## src/rtl/max_unpool_stream.sv

```systemverilog
// Streaming 2x2 max-unpooling: buffers one pooled row, then emits the two
// full-resolution rows it expands to, either zero-filled around the argmax
// position or replicated into all four positions.
module max_unpool_stream #(
  parameter int unsigned BITWIDTH = 16,
  parameter int unsigned IN_DIM   = 14,
  parameter int unsigned CHANNELS = 2
) (
  input  logic                clk,
  input  logic                rst_n,
  input  logic                mode,
  input  logic                in_valid,
  output logic                in_ready,
  input  logic [BITWIDTH-1:0] in_data,
  input  logic [1:0]          in_idx,
  output logic                out_valid,
  input  logic                out_ready,
  output logic [BITWIDTH-1:0] out_data,
  output logic                out_last
);

  localparam int unsigned ColW    = (IN_DIM > 1) ? $clog2(IN_DIM) : 1;
  localparam int unsigned OutColW = ColW + 1;
  localparam int unsigned ChW     = (CHANNELS > 1) ? $clog2(CHANNELS) : 1;

  localparam logic [ColW-1:0]    ColMax    = ColW'(IN_DIM - 1);
  localparam logic [OutColW-1:0] OutColMax = OutColW'(2 * IN_DIM - 1);
  localparam logic [ChW-1:0]     ChMax     = ChW'(CHANNELS - 1);

  typedef enum logic [1:0] {StIdle, StFill, StEmit} state_e;

  state_e state_q, state_d;

  logic [ColW-1:0]    in_col_q;
  logic [ColW-1:0]    prow_q;
  logic [ChW-1:0]     ch_q;
  logic               s_q;
  logic [OutColW-1:0] c_q;
  logic               mode_q;

  logic [BITWIDTH-1:0] buf_val [IN_DIM];
  logic [1:0]          buf_idx [IN_DIM];

  logic                in_fire;
  logic                out_fire;
  logic                first_beat;
  logic [ColW-1:0]     rd_j;
  logic [1:0]          rd_pos;

  assign in_fire    = (state_q == StFill) && in_valid;
  assign out_fire   = (state_q == StEmit) && out_ready;
  assign first_beat = (prow_q == '0) && (ch_q == '0) && (in_col_q == '0);
  assign rd_j       = c_q[OutColW-1:1];
  // Window position of the current output pixel: bit1 = odd column, bit0 = odd row.
  assign rd_pos     = {c_q[0], s_q};

  // State register.
  always_ff @(posedge clk) begin
    if (!rst_n) begin
      state_q <= StIdle;
    end else begin
      state_q <= state_d;
    end
  end

  // Next-state and handshake/output decode.
  always_comb begin
    state_d   = state_q;
    in_ready  = 1'b0;
    out_valid = 1'b0;
    out_data  = '0;
    out_last  = 1'b0;
    unique case (state_q)
      StIdle: state_d = StFill;
      StFill: begin
        in_ready = 1'b1;
        if (in_valid && (in_col_q == ColMax)) state_d = StEmit;
      end
      StEmit: begin
        out_valid = 1'b1;
        if (mode_q || (buf_idx[rd_j] == rd_pos)) out_data = buf_val[rd_j];
        out_last  = (ch_q == ChMax) && (prow_q == ColMax) && s_q && (c_q == OutColMax);
        if (out_ready && s_q && (c_q == OutColMax)) state_d = StFill;
      end
      default: state_d = StIdle;
    endcase
  end

  // Position counters and per-frame mode latch.
  always_ff @(posedge clk) begin
    if (!rst_n) begin
      in_col_q <= '0;
      prow_q   <= '0;
      ch_q     <= '0;
      s_q      <= 1'b0;
      c_q      <= '0;
      mode_q   <= 1'b0;
    end else begin
      if (in_fire) begin
        if (first_beat) mode_q <= mode;
        in_col_q <= (in_col_q == ColMax) ? '0 : in_col_q + 1'b1;
      end
      if (out_fire) begin
        if (c_q == OutColMax) begin
          c_q <= '0;
          s_q <= ~s_q;
          if (s_q) begin
            if (prow_q == ColMax) begin
              prow_q <= '0;
              ch_q   <= (ch_q == ChMax) ? '0 : ch_q + 1'b1;
            end else begin
              prow_q <= prow_q + 1'b1;
            end
          end
        end else begin
          c_q <= c_q + 1'b1;
        end
      end
    end
  end

  // Row buffer write; contents are only read after a full row has been written.
  always_ff @(posedge clk) begin
    if (in_fire) begin
      buf_val[in_col_q] <= in_data;
      buf_idx[in_col_q] <= in_idx;
    end
  end

endmodule

```

## config.mk

```make
export PLATFORM = sky130hd
export DESIGN_NAME = max_unpool_stream
export DESIGN_NICKNAME = d
export VERILOG_FILES = /design/src/rtl/max_unpool_stream.sv
export SDC_FILE = /design/constraint.sdc
export NUM_CORES = 1
export LEC_CHECK = 0
export BUFFER_PORTS_ARGS = -buffer_cell sky130_fd_sc_hd__buf_2
export CAP_MARGIN = 40
export CORE_UTILIZATION = 50
export CTS_CLUSTER_DIAMETER = 150
export DETAILED_ROUTE_END_ITERATION = 8
export PLACE_DENSITY = 0.79
export SYNTH_ARGS = -nofsm -noshare
export SYNTH_HDL_FRONTEND = slang
export SYNTH_SLANG_ARGS = --single-unit
```

## constraint.sdc

```tcl
create_clock -name clk -period 6.31 [get_ports clk]
set_input_delay 0.631 -clock clk [delete_from_list [all_inputs] [get_ports clk]]
set_output_delay 0.631 -clock clk [all_outputs]
set_load 0.01 [all_outputs]
```

# Yosys cells after proc, flatten, opt, wreduce, memory -nomap -nowiden
# Memory sizes are Yosys's and may differ from the RTL's. A register that Yosys moved wholly into a read port is not among the register bits.
# Index checks and enable logic that the tools add are counted.
word_totals:
  register_bits: 18
  latchBits: 0
  ramBits: 252
  mem_bits_ro: 0
  out_inout_bits: 19
  word_cells: 60
  n_memories: 2
memory_table:
  columns: ["name", "depth", "word_bits", "rd", "rd_clocked_by_memory_dff", "write_ports", "line", "rtl"]
  rows:
  - ["buf_val", 14, 16, 1, 1, 1, "41", "logic [BITWIDTH-1:0] buf_val [IN_DIM];"]
  - ["buf_idx", 14, 2, 1, 1, 1, "42", "logic [1:0] buf_idx [IN_DIM];"]
classes:
  n_addsub: 4
  mul: 0
  n_div: 0
  order_cmp: 0
  eq_ne: 8
  n_shift: 0
  muxes: 18
  bitwise: 2
  n_reduce_logical: 19
ops:
  columns: ["operator", "n"]
  rows:
  - ["$mux 16", 2]
  - ["$mux 4", 6]
  - ["$logic_and 1x1->1", 10]
  - ["$add 4x1->4 const B", 2]
  - ["$eq 4x4->1 const B", 2]
  - ["$logic_not 4->1", 2]
  - ["$mux 1", 6]
  - ["$pmux 2 s3", 1]
  - ["$reduce_and 2->1", 3]
  - ["$add 5x1->5 const B", 1]
  - ["$eq 5x5->1 const B", 1]
  - ["$mux 5", 1]
  - ["$mux 2", 2]
  - ["$ne 2x1->1 const B", 2]
  - ["$reduce_and 4->1", 1]
  - ["$reduce_and 3->1", 1]
  - ["$eq 2x1->1 const B", 1]
  - ["$eq 2x2->1", 1]
  - ["$eq 2x2->1 const B", 1]
  - ["$logic_not 2->1", 1]
  - ["$not 1->1", 2]
  - ["$add 1x1->1 const B", 1]
  - ["$logic_or 1x1->1", 1]

# Depth between registers and ports, before layout
# Gate-level depths: netlist of run 1.
logic_depth:
  word_depth: 5
  mapped_depth: 8
  ltp_nobuf: 6

# Least setup slack after synthesis of run 1
# OpenSTA, ideal clock, no wires.
synth_path:
  path_kind: "input port to flip-flop"
  from: "input port in_valid"
  to: "memory buf_idx[0][0] (enable)"
  setup_ps: 416
  arrival_time_ps: 2411
  required_time_ps: 5894
  path_slack_ps: 3483
  stages: 3
  n_path_buf: 0
  path_cell_list: "nand3b_1 or3_1 nor3_1"
synth_via:
  elab_chain_len: 3
synth_lines:
  columns: ["element", "line", "rtl"]
  rows:
  - ["from (decl)", "12", "input logic in_valid,"]
  - ["$logic_and 1x1->1", "50", "assign in_fire = (state_q == StFill) && in_valid;"]
  - ["$mux 1", "124", "if (in_fire) begin"]
  - ["$mux 1 (implied by the code)", "126", "buf_idx[in_col_q] <= in_idx;"]
  - ["to (decl)", "42", null]
# No other way between the ends.

==> results of run 1 <==
==> flip-flops by register name, indices dropped and copies added, names as in the netlist, named ones only <==
signal and flops:
ch_q 1, c_q 5, s_q 1, buf_idx 28, prow_q 4, in_col_q 4
mode_q 1, buf_val 224, state_q 2
==> per-layer routing <==
layer | part of all wire (%) | GRT usage, % | up-vias
met3 | 6.7 | 3.94 | 38
met2 | 53 | 34.7 | 204
met5 | 0 | 0 | -
met4 | 2.4 | 6.84 | 0
li1 | - | - | 2261
met1 | 38 | 25.7 | 2713
==> final cells by class <==
| cell class | instances | area, um^2 |
|---|---|---|
| repair buffers | 60 | 368 |
| clock buffers | 32 | 652 |
| multi-input cells | 225 | 2660 |
| clock inverters | 8 | 36.3 |
| well taps | 275 | 344 |
| diodes | 1 | 2.50 |
| flip-flops and latches | 274 | 8010 |
| inverters | 3 | 11.3 |
| fillers | 1516 | 9000 |
==> how the worst min path moves through the flow <==
stage                     start           to  slack, ns  cells after the start
finish                     mode       mode_q       0.39                      3
global route               mode       mode_q       0.39                      3
CTS                        mode       mode_q       0.37                      3
detailed placement  in_col_q[1]  in_col_q[1]       0.53                      2
global placement    in_col_q[1]  in_col_q[1]       0.50                      2
floorplan           in_col_q[1]  in_col_q[1]       0.49                      2
==> synthesized netlist by cell type, drive strengths merged, types with 2 or more instances <==
library cell    n
a21boi          2
a21oi           4
and2            5
and3            2
buf            14
clkbuf         12
dfxtp          22
edfxtp        252
inv             3
mux2           20
mux2i           8
mux4           70
nand2          31
nand2b          2
nand3           2
nand3b          2
nand4           4
nor2           19
nor2b           9
nor3           23
nor4            2
o21a            2
o21ai           3
xnor2           5
xor2            3
==> report_power, final <==
group / switching [W] / internal (W) / total, W
Clock: 0.000593 / 0.000720 / 0.00131
Combinational: 0.0000451 / 0.0000212 / 0.0000662
Sequential: 0.00000426 / 0.00199 / 0.00200
Total: 0.000642 / 0.00273 / 0.00338
==> cells by family (layout without fill, tap and decap cells) <==
logic type                 after synthesis  in the layout  share of synthesized area (%)
DFF                                    274            274                           74.2
muxes                                   98             98                           17.6
buffers and inverters                   29            103                           1.50
AOI/OAI and AO/OA                       13             13                          0.754
adders and majority gates                1              1                          0.116
xor gates and xnor gates                 8              8                          0.650
other                                    0              1                              0
and+or+nand+nor                        105            105                           5.16
==> worst register-to-register path, stage by stage, from the launching register on <==
cell and delay (ns):
dfxtp_1 0.41, nor2b_1 0.30, nand4_1 0.32, nor2_2 0.56
buf_4 0.40
==> stage by stage <==
stage	setup slack (ns)	std cells	utilization (%)
finish	2.02	878	57.3
floorplan	3.48	528	-
detailed placement	2.50	837	54.1
global placement	2.49	836	53.9
CTS	1.92	877	57.3
global route	1.76	877	57.3
==> out/results.ini, run 1 <==
[status]
status = completed

[clocking]
clk_latency_ns = 0.52
cts_setup_buffers = 0
root_buffer = clkbuf_16
clockBufferDepth = 3
cts_buffers = 25
htreeDepth = 1
cts.sinks = 274
tritoncts = done
clk_pin_slew_ns = 0.06
cts_hold_buf = 0
ctsResizeCount = 0

[global_routing]
grt_pass1_wl_um = 32500
overflow = 0
antenna_found_initial = 1
grt_max_degree = 53
grt_pass1_vias = 5491
grt_usage_pct = 20.2

[timing]
finalSetupTns_ns = 0
whs_ns = 0.387
finalSetupViolations = 0
tightest_slew_ns = 0.818
slew_headroom_pct = 45.5
maxSlewViolCount = 0
rsz0062_at_grt = no
finalCritPeriodShare_pct = 67.9
min_period_ns = 4.29
max_freq_mhz = 233
hold_viol_final = 0
clock_skew_ns = 0.00912

[layout]
syn2layout_area_growth_pct = 12.1
layout_commonest_cell = edfxtp_1
drive_gt1_share_pct = 33.6
nets = 613
stdcell_area_um2 = 12100
final_cell_mix = edfxtp_1, mux4_2, buf_2

[worst_setup_path]
crit_family = multiplexers
slowest_stage = dfxtp_4
critPathMostFrequentCell = mux2i_1
start_kind = flop
end_kind = primary output
critical_path_class = reg2out
cp.arrival_ns = 3.66
r2r_start = state_q[0]
r2r_end = buf_val[7][1]
worstRegToRegCells = 4
worst-path-buf-inv = 2
critPathRequiredTime_ns = 5.68
path_depth = 7
r2r_slack_ns = 3.99
crit_path_end = out_data[1]
crit_fanout = 43
slowest_delay_ns = 0.86
crit_chain = buf_4 -> mux2_2 -> mux2i_1 -> mux2i_1 -> mux2_4 -> nor3_1 -> buf_2

[synth]
synth_nets = 552
ys_warn_count = 0
syn_inst = 528
synth_largest_area_cell = edfxtp_1
synthTopCellsByArea = edfxtp_1, mux4_2, dfxtp_1
synth_cell_types = 38
synth-edff-count = 252
async_reset_ff_share_pct = 0
avgSynthCellArea_um2 = 20.4
synth.top_cell.area_share_pct = 70.2
syn_area_um2 = 10800
synth_ff_type = edfxtp_1
yosysSeqAreaShare_pct = 74.2
yosys_register_bits = 274

[placement]
port-buffer-count = 41
place.gp.congestion = 0.712
place_area_um2 = 11400
dpl.hpwl_um = 11700

[routing]
wl_per_cell_um = 24.3
via_per_inst = 5.94
dr.pass1.iters = 4
drt_iter0_drc = 409
vias = 5216
antenna_left = 0
wl_um = 21400
route.detailed.drc = 0

[run]
maxCapViolCount = 0

[floorplan]
die_w_um = 149
initial_core_util_pct = 51.2
core_um2 = 21100
die-height_um = 149
rows = 53
pin_count = 42
die_area_um2 = 22200

[power_and_ir_drop]
powerDensity_nw_per_um2 = 279
power_w = 0.00338
vdd_drop_max_uv = 177
leakagePower_nw = 3.78

[min_path]
min_path_type = in2reg

(Power assumes the default switching activity.)
==> inputs of run 2 (changes only) <==
- ABC_AREA: default -> 1
- PLACE_DENSITY: 0.79 -> 0.81
- clock period: 6.31 -> 3.66 ns (I/O delays scaled with it)
==> run 2 against run 1 <==
Effect of this change: clock-buffer cell count grew 2; sequential share of layout area shrank 2.6 points; sequential power up 72%; via count is 49% higher; register-to-register slack worse by 2.5 ns; clock skew is 0.012 ns higher; design area is 4.2% higher; synthesized cell count up 89%; hold slack worse by 0.27 ns; largest cell class unchanged; highest routed layer unchanged.
==> out/results.ini, run 2 <==
[synth]
ys_warn_count = 0
syn_inst = 1000
synth_ff_type = edfxtp_1
yosysSeqAreaShare_pct = 70.6
synth_nets = 1024
synthTopCellsByCount = edfxtp_1, nand2_1, nand3_1, nor2_1, inv_1
synth_largest_area_cell = edfxtp_1
yosys_register_bits = 274
synth-edff-count = 252
synth.top_cell.area_share_pct = 66.7
synth_cell_types = 29
async_reset_ff_share_pct = 0
synth_most_common_cell = edfxtp_1
syn_area_um2 = 11300
avgSynthCellArea_um2 = 11.3
synthTopCellsByArea = edfxtp_1, nand3_1, nand2_1

[power_and_ir_drop]
leakagePower_nw = 4.49
powerDensity_nw_per_um2 = 475
power_w = 0.00597
vdd_drop_max_uv = 436

[floorplan]
die_area_um2 = 23300
die_w_um = 153
initial_core_util_pct = 51.5
core_um2 = 22000
rows = 54
die-height_um = 153
pin_count = 42

[timing]
slew_headroom_pct = 40.2
rsz0062_at_grt = no
finalSetupViolations = 0
hold_viol_final = 0
max_freq_mhz = 300
finalCritPeriodShare_pct = 91.0
finalSetupTns_ns = 0
tightest_slew_ns = 0.896
min_period_ns = 3.33
maxSlewViolCount = 0
clock_skew_ns = 0.0208

[layout]
syn2layout_area_growth_pct = 11.0
largest_register_ffs = 224
biggestRegsByFlops = buf_val: 224 flops, buf_idx: 28 flops, c_q: 5 flops
final_cell_mix = edfxtp_1, nand2_1, nand3_1
post-route-util_pct = 57.2
drive_gt1_share_pct = 13.0
layout_commonest_cell = edfxtp_1
regMostFlops = buf_val
nets = 1061

[global_routing]
grt_pass1_wl_um = 41000
grt_max_degree = 71
overflow = 0
grt_pass1_vias = 7443
antenna_found_initial = 1
grt_usage_pct = 22.7

[placement]
dpl.hpwl_um = 15200
place.gp.congestion = 0.841
port-buffer-count = 41

[routing]
route.detailed.drc = 0
antenna_left = 0
vias = 7776
wl_um = 26500
via_per_inst = 5.81
wl_per_cell_um = 19.8
drt_iter0_drc = 949
dr.pass1.iters = 7

[clocking]
htreeDepth = 1
cts_setup_buffers = 0
cts_hold_buf = 0
cts.sinks = 274
clk_latency_ns = 0.55
root_buffer = clkbuf_16
clockBufferDepth = 3
tritoncts = done
clk_pin_slew_ns = 0.06
ctsResizeCount = 0
cts_buffers = 26

[worst_setup_path]
critical_path_class = reg2out
worstRegToRegCells = 9
end_kind = primary output
start_kind = flop
crit_fanout = 36
cp.arrival_ns = 2.97
r2r_slack_ns = 1.50
critPathRequiredTime_ns = 3.29

[min_path]
hold_depth = 3
min_path_type = in2reg

[status]
status = completed

[run]
maxCapViolCount = 0

[run 2: final timing paths]
check,startpoint,end
setup reg to reg,state_q[0],buf_val[5][5]
setup / recovery,flop,out_data[2]
hold reg to reg,prow_q[2],prow_q[2]
hold / removal,mode,mode_q
[run 2: routing by layer]
layer	up-vias	routed length, um	GRT usage [%]
met2	410	13000	38.8
met1	3715	10200	28.9
met4	0	870	9.04
met3	77	2450	3.98
met5	-	0	0
li1	3574	-	-
[run 2: power by group]
part / internal [W] / total (W) / switching, W
logic: 0.0000251 / 0.000112 / 0.0000873
registers: 0.00343 / 0.00344 / 0.00000490
clock network: 0.00131 / 0.00243 / 0.00111
[run 2: final cells by class]
cell class,count,area (um^2)
tap,280,350
timing repair buffer,65,405
clock inverter,14,82.6
clock buffer,34,681
fill,1735,9440
inverter,54,205
sequential,274,8010
antenna,1,2.50
multi-input combinational,616,2850
[run 2: kinds of logic after synthesis]
family	Yosys count	synth area share [%]
flops	274	70.6
simple gates	525	20.0
fa+ha+maj	1	0.110
buf+inv	110	4.56
compound gates	90	4.77
[run 2: critical path, stage by stage, from the launching register on]
cell      delay [ns]
dfxtp_2         0.32
inv_2           0.54
buf_4           0.45
nor2_1          0.07
o21ai_0         0.20
nand3_1         0.15
o211ai_1        0.13
nand3_1         0.11
a21oi_1         0.24
buf_2           0.19
[run 2: stage by stage]
step	hold slack (ns)	area, um^2	setup slack (ns)	cells
3_5_place_dp	0.496	11800	0.932	1289
6_report	0.121	12600	0.328	1338
5_1_grt	0.148	12600	0.167	1337
3_3_place_gp	0.487	11800	1.08	1288
2_1_floorplan	0.465	11300	1.52	1000
4_1_cts	0.112	12600	0.375	1337
